**src/rtl/pi_req_queue.sv**
```systemverilog
// Posted-request queue between the Pi register-write port and the 68k bus engine.
// Staging registers are assembled into {fc, read, size, address, data} entries and held in a first-word-fall-through FIFO.
module pi_req_queue #(
  parameter int DEPTH_LOG2 = 2
) (
  input  logic                  sys_clk,
  input  logic                  nRESET,
  input  logic                  wr_strobe,
  input  logic [2:0]            wr_addr,
  input  logic [15:0]           wr_data,
  output logic                  q_valid,
  input  logic                  q_ready,
  output logic [23:0]           q_address,
  output logic [2:0]            q_fc,
  output logic                  q_read,
  output logic [1:0]            q_size,
  output logic [31:0]           q_data,
  input  logic                  bus_busy,
  input  logic                  rd_done,
  input  logic [31:0]           rd_data,
  output logic [31:0]           rdata,
  output logic                  req_active,
  output logic [DEPTH_LOG2:0]   level,
  output logic                  overflow
);

  localparam int unsigned DEPTH = 1 << DEPTH_LOG2;
  localparam logic [DEPTH_LOG2:0] FULL = (DEPTH_LOG2 + 1)'(DEPTH);

  typedef enum logic [2:0] {
    REG_DATA_LO = 3'd0,
    REG_DATA_HI = 3'd1,
    REG_ADDR_LO = 3'd2,
    REG_ADDR_HI = 3'd3,
    REG_CTRL    = 3'd4,
    REG_CLR_OVF = 3'd5,
    REG_STATUS  = 3'd6,
    REG_VERSION = 3'd7
  } reg_addr_e;

  typedef struct packed {
    logic [2:0]  fc;
    logic        read;
    logic [1:0]  size;
    logic [23:0] address;
    logic [31:0] data;
  } entry_t;

  entry_t                mem_q [DEPTH];
  logic [31:0]           stage_data_q, stage_data_d;
  logic [15:0]           stage_addr_q, stage_addr_d;
  logic [31:0]           rdata_q, rdata_d;
  logic                  overflow_q, overflow_d;
  logic [DEPTH_LOG2-1:0] wr_ptr_q, wr_ptr_d, rd_ptr_q, rd_ptr_d;
  logic [DEPTH_LOG2:0]   level_q, level_d;

  logic   push_req, push_ok, pop;
  entry_t push_entry, head;

  assign head      = mem_q[rd_ptr_q];
  assign q_valid   = (level_q != '0);
  assign q_address = head.address;
  assign q_fc      = head.fc;
  assign q_read    = head.read;
  assign q_size    = head.size;
  assign q_data    = head.data;
  assign rdata     = rdata_q;
  assign overflow  = overflow_q;
  assign level     = level_q;
  assign req_active = (level_q != '0) | bus_busy;

  assign pop      = q_valid & q_ready;
  assign push_req = wr_strobe & (wr_addr == REG_ADDR_HI);
  // A full queue still accepts a push when the head leaves in the same cycle.
  assign push_ok  = push_req & ((level_q < FULL) | pop);

  always_comb begin
    push_entry         = '0;
    push_entry.address = {wr_data[7:0], stage_addr_q};
    push_entry.size    = wr_data[9:8];
    push_entry.read    = wr_data[10];
    push_entry.fc      = wr_data[13:11];
    push_entry.data    = stage_data_q;
  end

  always_comb begin
    stage_data_d = stage_data_q;
    stage_addr_d = stage_addr_q;
    overflow_d   = overflow_q;
    rdata_d      = rd_done ? rd_data : rdata_q;
    wr_ptr_d     = push_ok ? wr_ptr_q + 1'b1 : wr_ptr_q;
    rd_ptr_d     = pop ? rd_ptr_q + 1'b1 : rd_ptr_q;
    level_d      = level_q;

    if (wr_strobe) begin
      unique case (wr_addr)
        REG_DATA_LO: stage_data_d[15:0]  = wr_data;
        REG_DATA_HI: stage_data_d[31:16] = wr_data;
        REG_ADDR_LO: stage_addr_d        = wr_data;
        REG_ADDR_HI: if (!push_ok) overflow_d = 1'b1;
        REG_CLR_OVF: overflow_d          = 1'b0;
        default: ;
      endcase
    end

    unique case ({push_ok, pop})
      2'b10:   level_d = level_q + 1'b1;
      2'b01:   level_d = level_q - 1'b1;
      default: level_d = level_q;
    endcase
  end

  always_ff @(posedge sys_clk or negedge nRESET) begin
    if (!nRESET) begin
      stage_data_q <= '0;
      stage_addr_q <= '0;
      rdata_q      <= '0;
      overflow_q   <= 1'b0;
      wr_ptr_q     <= '0;
      rd_ptr_q     <= '0;
      level_q      <= '0;
    end else begin
      stage_data_q <= stage_data_d;
      stage_addr_q <= stage_addr_d;
      rdata_q      <= rdata_d;
      overflow_q   <= overflow_d;
      wr_ptr_q     <= wr_ptr_d;
      rd_ptr_q     <= rd_ptr_d;
      level_q      <= level_d;
    end
  end

  // Storage needs no reset: entries are only observed while level is non-zero.
  always_ff @(posedge sys_clk) begin
    if (push_ok) mem_q[wr_ptr_q] <= push_entry;
  end

endmodule
```
**config.mk**
```make
export PLATFORM = sky130hd
export DESIGN_NAME = pi_req_queue
export DESIGN_NICKNAME = d
export VERILOG_FILES = /design/src/rtl/pi_req_queue.sv
export SDC_FILE = /design/constraint.sdc
export NUM_CORES = 1
export LEC_CHECK = 0
export ABC_AREA = 1
export CORE_AREA = 2 2 167 169
export DETAILED_ROUTE_END_ITERATION = 6
export DIE_AREA = 0 0 169 171
export PLACE_DENSITY = 0.75
export SLEW_MARGIN = 10
export SYNTH_ARGS = -nofsm -noshare
export SYNTH_HDL_FRONTEND = slang
export SYNTH_SLANG_ARGS = --single-unit
```
**constraint.sdc**
```tcl
create_clock -name sys_clk -period 4 [get_ports sys_clk]
set_clock_uncertainty 0.05 [all_clocks]
set_input_delay 0.8 -clock sys_clk [delete_from_list [all_inputs] [get_ports sys_clk]]
set_output_delay 0.8 -clock sys_clk [all_outputs]
set_load 0.01 [all_outputs]
```
# --- Yosys cells after proc, flatten, opt, wreduce, memory -nomap -nowiden ---
# Memories as Yosys holds them, arrays and structs flattened.
# Index checks and enable logic that the tools add are counted.
op_classes:
  n_lt_le_gt_ge: 1
  addsub: 4
  n_mux: 5
  bitwise_logic: 5
  n_reduce_logical: 8
  eq_ne: 7
op_table:
  columns: ["op", "count"]
  rows:
  - ["3-bit by 2-bit equality test with 1-bit output (second input constant)", 2]
  - ["3-bit case mux with 2 select lines", 1]
  - ["2-bit AND reduction", 3]
  - ["2-bit by 1-bit adder with 2-bit output (second input constant)", 2]
  - ["2-bit nonzero test", 2]
  - ["3-bit by 1-bit adder with 3-bit output (second input constant)", 1]
  - ["1-bit bitwise AND", 3]
  - ["3-bit by 1-bit equality test with 1-bit output (second input constant)", 1]
  - ["3-bit equality test (second input constant)", 1]
  - ["3-bit logical NOT", 1]
  - ["3-bit < comparator (second input constant)", 1]
  - ["1-bit 2-to-1 mux", 3]
  - ["3-bit AND reduction", 1]
  - ["3-bit nonzero test", 1]
  - ["3-bit by 1-bit subtractor with 3-bit output (second input constant)", 1]
  - ["2-bit by 1-bit equality test with 1-bit output (second input constant)", 1]
  - ["2-bit equality test (second input constant)", 1]
  - ["2-bit != test (second input constant)", 1]
  - ["1-bit OR", 2]
  - ["1-bit case mux with 2 select lines", 1]
totals:
  ff_bits: 88
  ramBits: 248
  in_bits: 57
  out_inout_bits: 100
  wordCells: 39
  n_memories: 1
memory_table:
  columns: ["name", "words", "word_bits", "rd", "rd_clocked_by_memory_dff", "wr", "line_no", "rtl"]
  rows:
  - ["mem_q", 4, 62, 1, 0, 1, "49", "entry_t mem_q [DEPTH];"]

# --- Logic depth before layout (Yosys ltp) ---
depth:
  depth_word: 6
  ltp_mapped: 12
  mapped_depth_nobuf: 12

# --- Worst setup path after synthesis ---
# No wires, ideal clock.
synth_path:
  path_kind: "in2reg"
  from: "in wr_strobe"
  to: "mem mem_q[0][0] (netlist name) (enable)"
  path_buffers: 0
  cell_stages: 4
  path_slack_ns: -0.305
  setup_ns: 0.482
  t_required_ns: 3.468
  t_arrival_ns: 3.772
  path_cell_list: "inv_2 -> nor2_8 -> nand3_2 -> nor2_1"
synth_via:
  elab_chain_cells: 4
synth_rtl:
  columns: ["item", "line_no", "rtl"]
  rows:
  - ["start, declared", "8", "input logic wr_strobe,"]
  - ["1-bit bitwise AND", "73", "assign push_req = wr_strobe & (wr_addr == REG_ADDR_HI);"]
  - ["1-bit bitwise AND", "75", "assign push_ok = push_req & ((level_q < FULL) | pop);"]
  - ["1-bit 2-to-1 mux", "135", "if (push_ok) mem_q[wr_ptr_q] <= push_entry;"]
  - ["1-bit 2-to-1 mux (implied by the code)", "135", null]
  - ["end, declared", "49", null]
# No other way between the ends.

# --- Worst setup path in the final report ---
layout_path:
  from: "reg rd_ptr_q[0]"
  to: "out q_data[0]"
layout_via:
  elab_chain_cells: 1
layout_rtl:
  columns: ["item", "line_no", "rtl"]
  rows:
  - ["start, declared", "54", "logic [DEPTH_LOG2-1:0] wr_ptr_q, wr_ptr_d, rd_ptr_q, rd_ptr_d;"]
  - ["start signal, assigned", "128", "rd_ptr_q <= rd_ptr_d;"]
  - ["memory 4 x 62 bit", null, null]
  - ["end, declared", "17", "output logic [31:0] q_data,"]
# No other way between the ends.

==> results.cfg <==
[sta]
rsz0062_at_grt = false
worstMarginPinSlew_ns = 0.894
finalSetupViolCount = 0
slew_violations = 0
max_slew_margin = 0.404
post-route-period-util = 0.888
timing.fmax_mhz = 281
fin_crit_ns = 3.55
hold_viol = 0

[logic_synthesis]
synth_cell_types = 28
syn_inst = 972
syn_avg_cell_area_sq_um = 14.1
syn_nets = 1035
ys_seq_area_frac = 0.706
synth_area_sq_um = 13700
ys_seq_elements = 336
yosys_warnings = 0

[placed_design]
place_inst = 1439
routabilityCongestion = 0.745
io_buffers = 156
dp_hpwl_um = 17100

[global_routing]
grt_max_degree = 127
grt_pass1_vias = 8172
grtUsageTotal = 0.201
grt_first_pass_wirelength_um = 44500
grt_overflow = 0
antenna_found_initial = 0

[die]
coreArea_sq_um = 27300
die_h_um = 171
die-area_sq_um = 28900
io_pins = 157
die_w_um = 169
row_count = 61
initial_core_util = 0.500

[route]
routedWlPerCell_um = 18.8
avgViaCountPerCell = 5.35
wl_um = 28300
drtAntennaViolNets = 0
first_pass_iters = 5
route.detailed.drc = 0
drtIter0Drc = 553
dr_total_vias = 8030

[cells_and_area]
layout-drive-gt1-share = 0.219
diodes = 0
final_nets = 1193
stdcell_count = 1502
syn2layout_area_growth_pct = 21.2

[critical_path]
crit_fanout = 43
path_class = flop to output pin
crit_path_top_delay_cell = clkdlybuf4s50_1
slowest_delay_ns = 0.58
cpLargestDelayFamily = buffers and inverters
crit_path_end_kind = output pin
cp_common_cell = o21ai_1
crit_buf_inv = 3
arrival_ns = 2.70
startpoint = rd_ptr_q[0]
cp_cell_sequence = inv_4 -> buf_12 -> o21ai_1 -> o21ai_1 -> clkdlybuf4s50_1
start_kind = flop
rr_startpoint = level[0]
reg2reg_depth = 11
crit_required_ns = 3.15
r2r_slack_ns = 1.98
r2r_end = level[2]

[clock_tree]
clk_path_buf_depth = 3
cts-resized-gates = 0
clock_sinks = 336
cts_buffers = 35
insertion_delay_ns = 0.51
cts_root_buffer = clkbuf_16
cts_tree = done
h-tree-depth = 2
cts_setup_buffers = 0
clkTransAtPathRegs_ns = 0.06
cts_hold_buf = 0

[pwr]
p_seq_frac = 0.382
p_sw_mw = 3.58
p_sw_frac = 0.320
ir_drop_uv = 437
p_comb_frac = 0.340
power.internal_mw = 7.60
p_leak_nw = 6.03
power_density_nw_per_um2 = 674
p_clk_frac = 0.277
finalPower_mw = 11.2

[run_status]
outcome = complete, no violations

[run]
maxCapViolations = 0

[hold_path]
hold_class = input port to async pin
-- power groups by stage --
stage / logic, mW / registers, mW / clock network (mW)
6_report: 3.80 / 4.27 / 3.10
5_1_grt: 4.15 / 4.30 / 3.29
4_1_cts: 3.86 / 4.27 / 3.15
3_5_place_dp: 3.84 / 4.34 / 0
3_3_place_gp: 3.77 / 4.32 / 0
2_1_floorplan: 2.44 / 4.30 / 0
-- metrics by stage --
stage	setup TNS [ns]	cell area, sq um	setup WS (ns)	hold WS, ns	utilization
CTS	0	16600	0.429	0.405	0.606
global route	0	16600	0.349	0.441	0.606
floorplan	-75.58	13700	-0.305	0.426	-
finish	0	16600	0.447	0.367	0.606
detailed placement	0	15500	0.897	0.424	0.566
global placement	0	15500	0.939	0.416	0.566
-- synth_stat cells --
cell type / count / area, sq um
dfrtp_1: 88 / 2200
inv_2: 7 / 26.3
nand3_1: 4 / 20.0
or2_1: 1 / 6.26
nor2_2: 1 / 6.26
nand4_1: 2 / 12.5
a21oi_1: 1 / 5.00
nor2_8: 1 / 20.0
nand2_1: 63 / 236
inv_1: 30 / 113
buf_12: 7 / 140
o21ai_0: 8 / 40.0
nor2_1: 183 / 687
nor3_1: 1 / 5.00
buf_2: 27 / 135
mux2_1: 32 / 360
nand3_4: 3 / 52.6
o21ai_2: 162 / 1420
buf_4: 2 / 15.0
fa_1: 1 / 20.0
nand3_2: 1 / 10.0
o21ai_1: 67 / 335
xnor2_1: 2 / 17.5
edfxtp_1: 248 / 7450
inv_4: 1 / 6.26
nor2_4: 7 / 78.8
buf_6: 17 / 191
ha_1: 5 / 62.6
-- layout make-up --
| class | count | area (sq um) |
|---|---|---|
| clock buffer | 49 | 981 |
| sequential | 336 | 9650 |
| timing repair buffer | 174 | 1820 |
| multi-input combinational | 545 | 3420 |
| tap | 346 | 433 |
| fill | 2044 | 10800 |
| clock inverter | 14 | 113 |
| inverter | 38 | 148 |
-- routing by layer --
metal,global-route usage,wire length (um)
met2,0.326,13400
met4,0.0762,980
met3,0.0551,2120
met5,0,0
met1,0.260,11800
-- worst max path at each step --
stage	depth (start not counted)	slack [ns]	endpoint
4_1_cts	5	0.43	q_data[0]
5_1_grt	5	0.35	q_data[0]
6_report	5	0.45	q_data[0]
3_3_place_gp	5	0.94	mem_q[1][36]
3_5_place_dp	6	0.90	mem_q[1][36]
2_1_floorplan	4	-0.30	mem_q[0][0]
-- sequential cells by signal, summed over array words and instances, names as in the netlist --
name and count:
level 3, mem_q 248, overflow 1, rd_ptr_q 2, rdata 32, stage_addr_q 16
stage_data_q 32, wr_ptr_q 2
-- logic make-up (layout without fill, tap and decap cells) --
| logic type | Yosys count | count (layout) | share of synthesized area |
|---|---|---|---|
| flip-flops | 336 | 336 | 0.706 |
| AND/OR/NAND/NOR | 267 | 267 | 0.0830 |
| AO/OA/AOI/OAI | 238 | 238 | 0.132 |
| buffers and inverters | 91 | 275 | 0.0459 |
| multiplexers | 32 | 32 | 0.0264 |
| adder cells (fa/ha/maj) | 6 | 6 | 0.00604 |
| XOR/XNOR | 2 | 2 | 0.00128 |
-- cell usage in the layout, fill, tap and decap left out --
cell type	synthesis	layout
a21oi_1	1	1
buf_12	7	10
buf_4	2	9
bufinv_16	0	2
clkbuf_1	0	11
clkbuf_16	0	37
clkbuf_8	0	1
clkdlybuf4s50_1	0	155
clkinv_1	0	6
clkinv_2	0	6
dfrtp_1	88	87
dfrtp_4	0	1
edfxtp_1	248	248
fa_1	1	1
ha_1	5	5
inv_1	30	30
inv_2	7	6
inv_4	1	2
mux2_1	32	32
nand2_1	63	63
nand3_1	4	4
nand3_2	1	1
nand3_4	3	3
nand4_1	2	2
nor2_1	183	179
nor2_2	1	1
nor2_4	7	11
nor2_8	1	1
nor3_1	1	1
o21ai_0	8	8
o21ai_1	67	67
o21ai_2	162	162
or2_1	1	1
xnor2_1	2	2
Power figures use the tool's default switching activity.
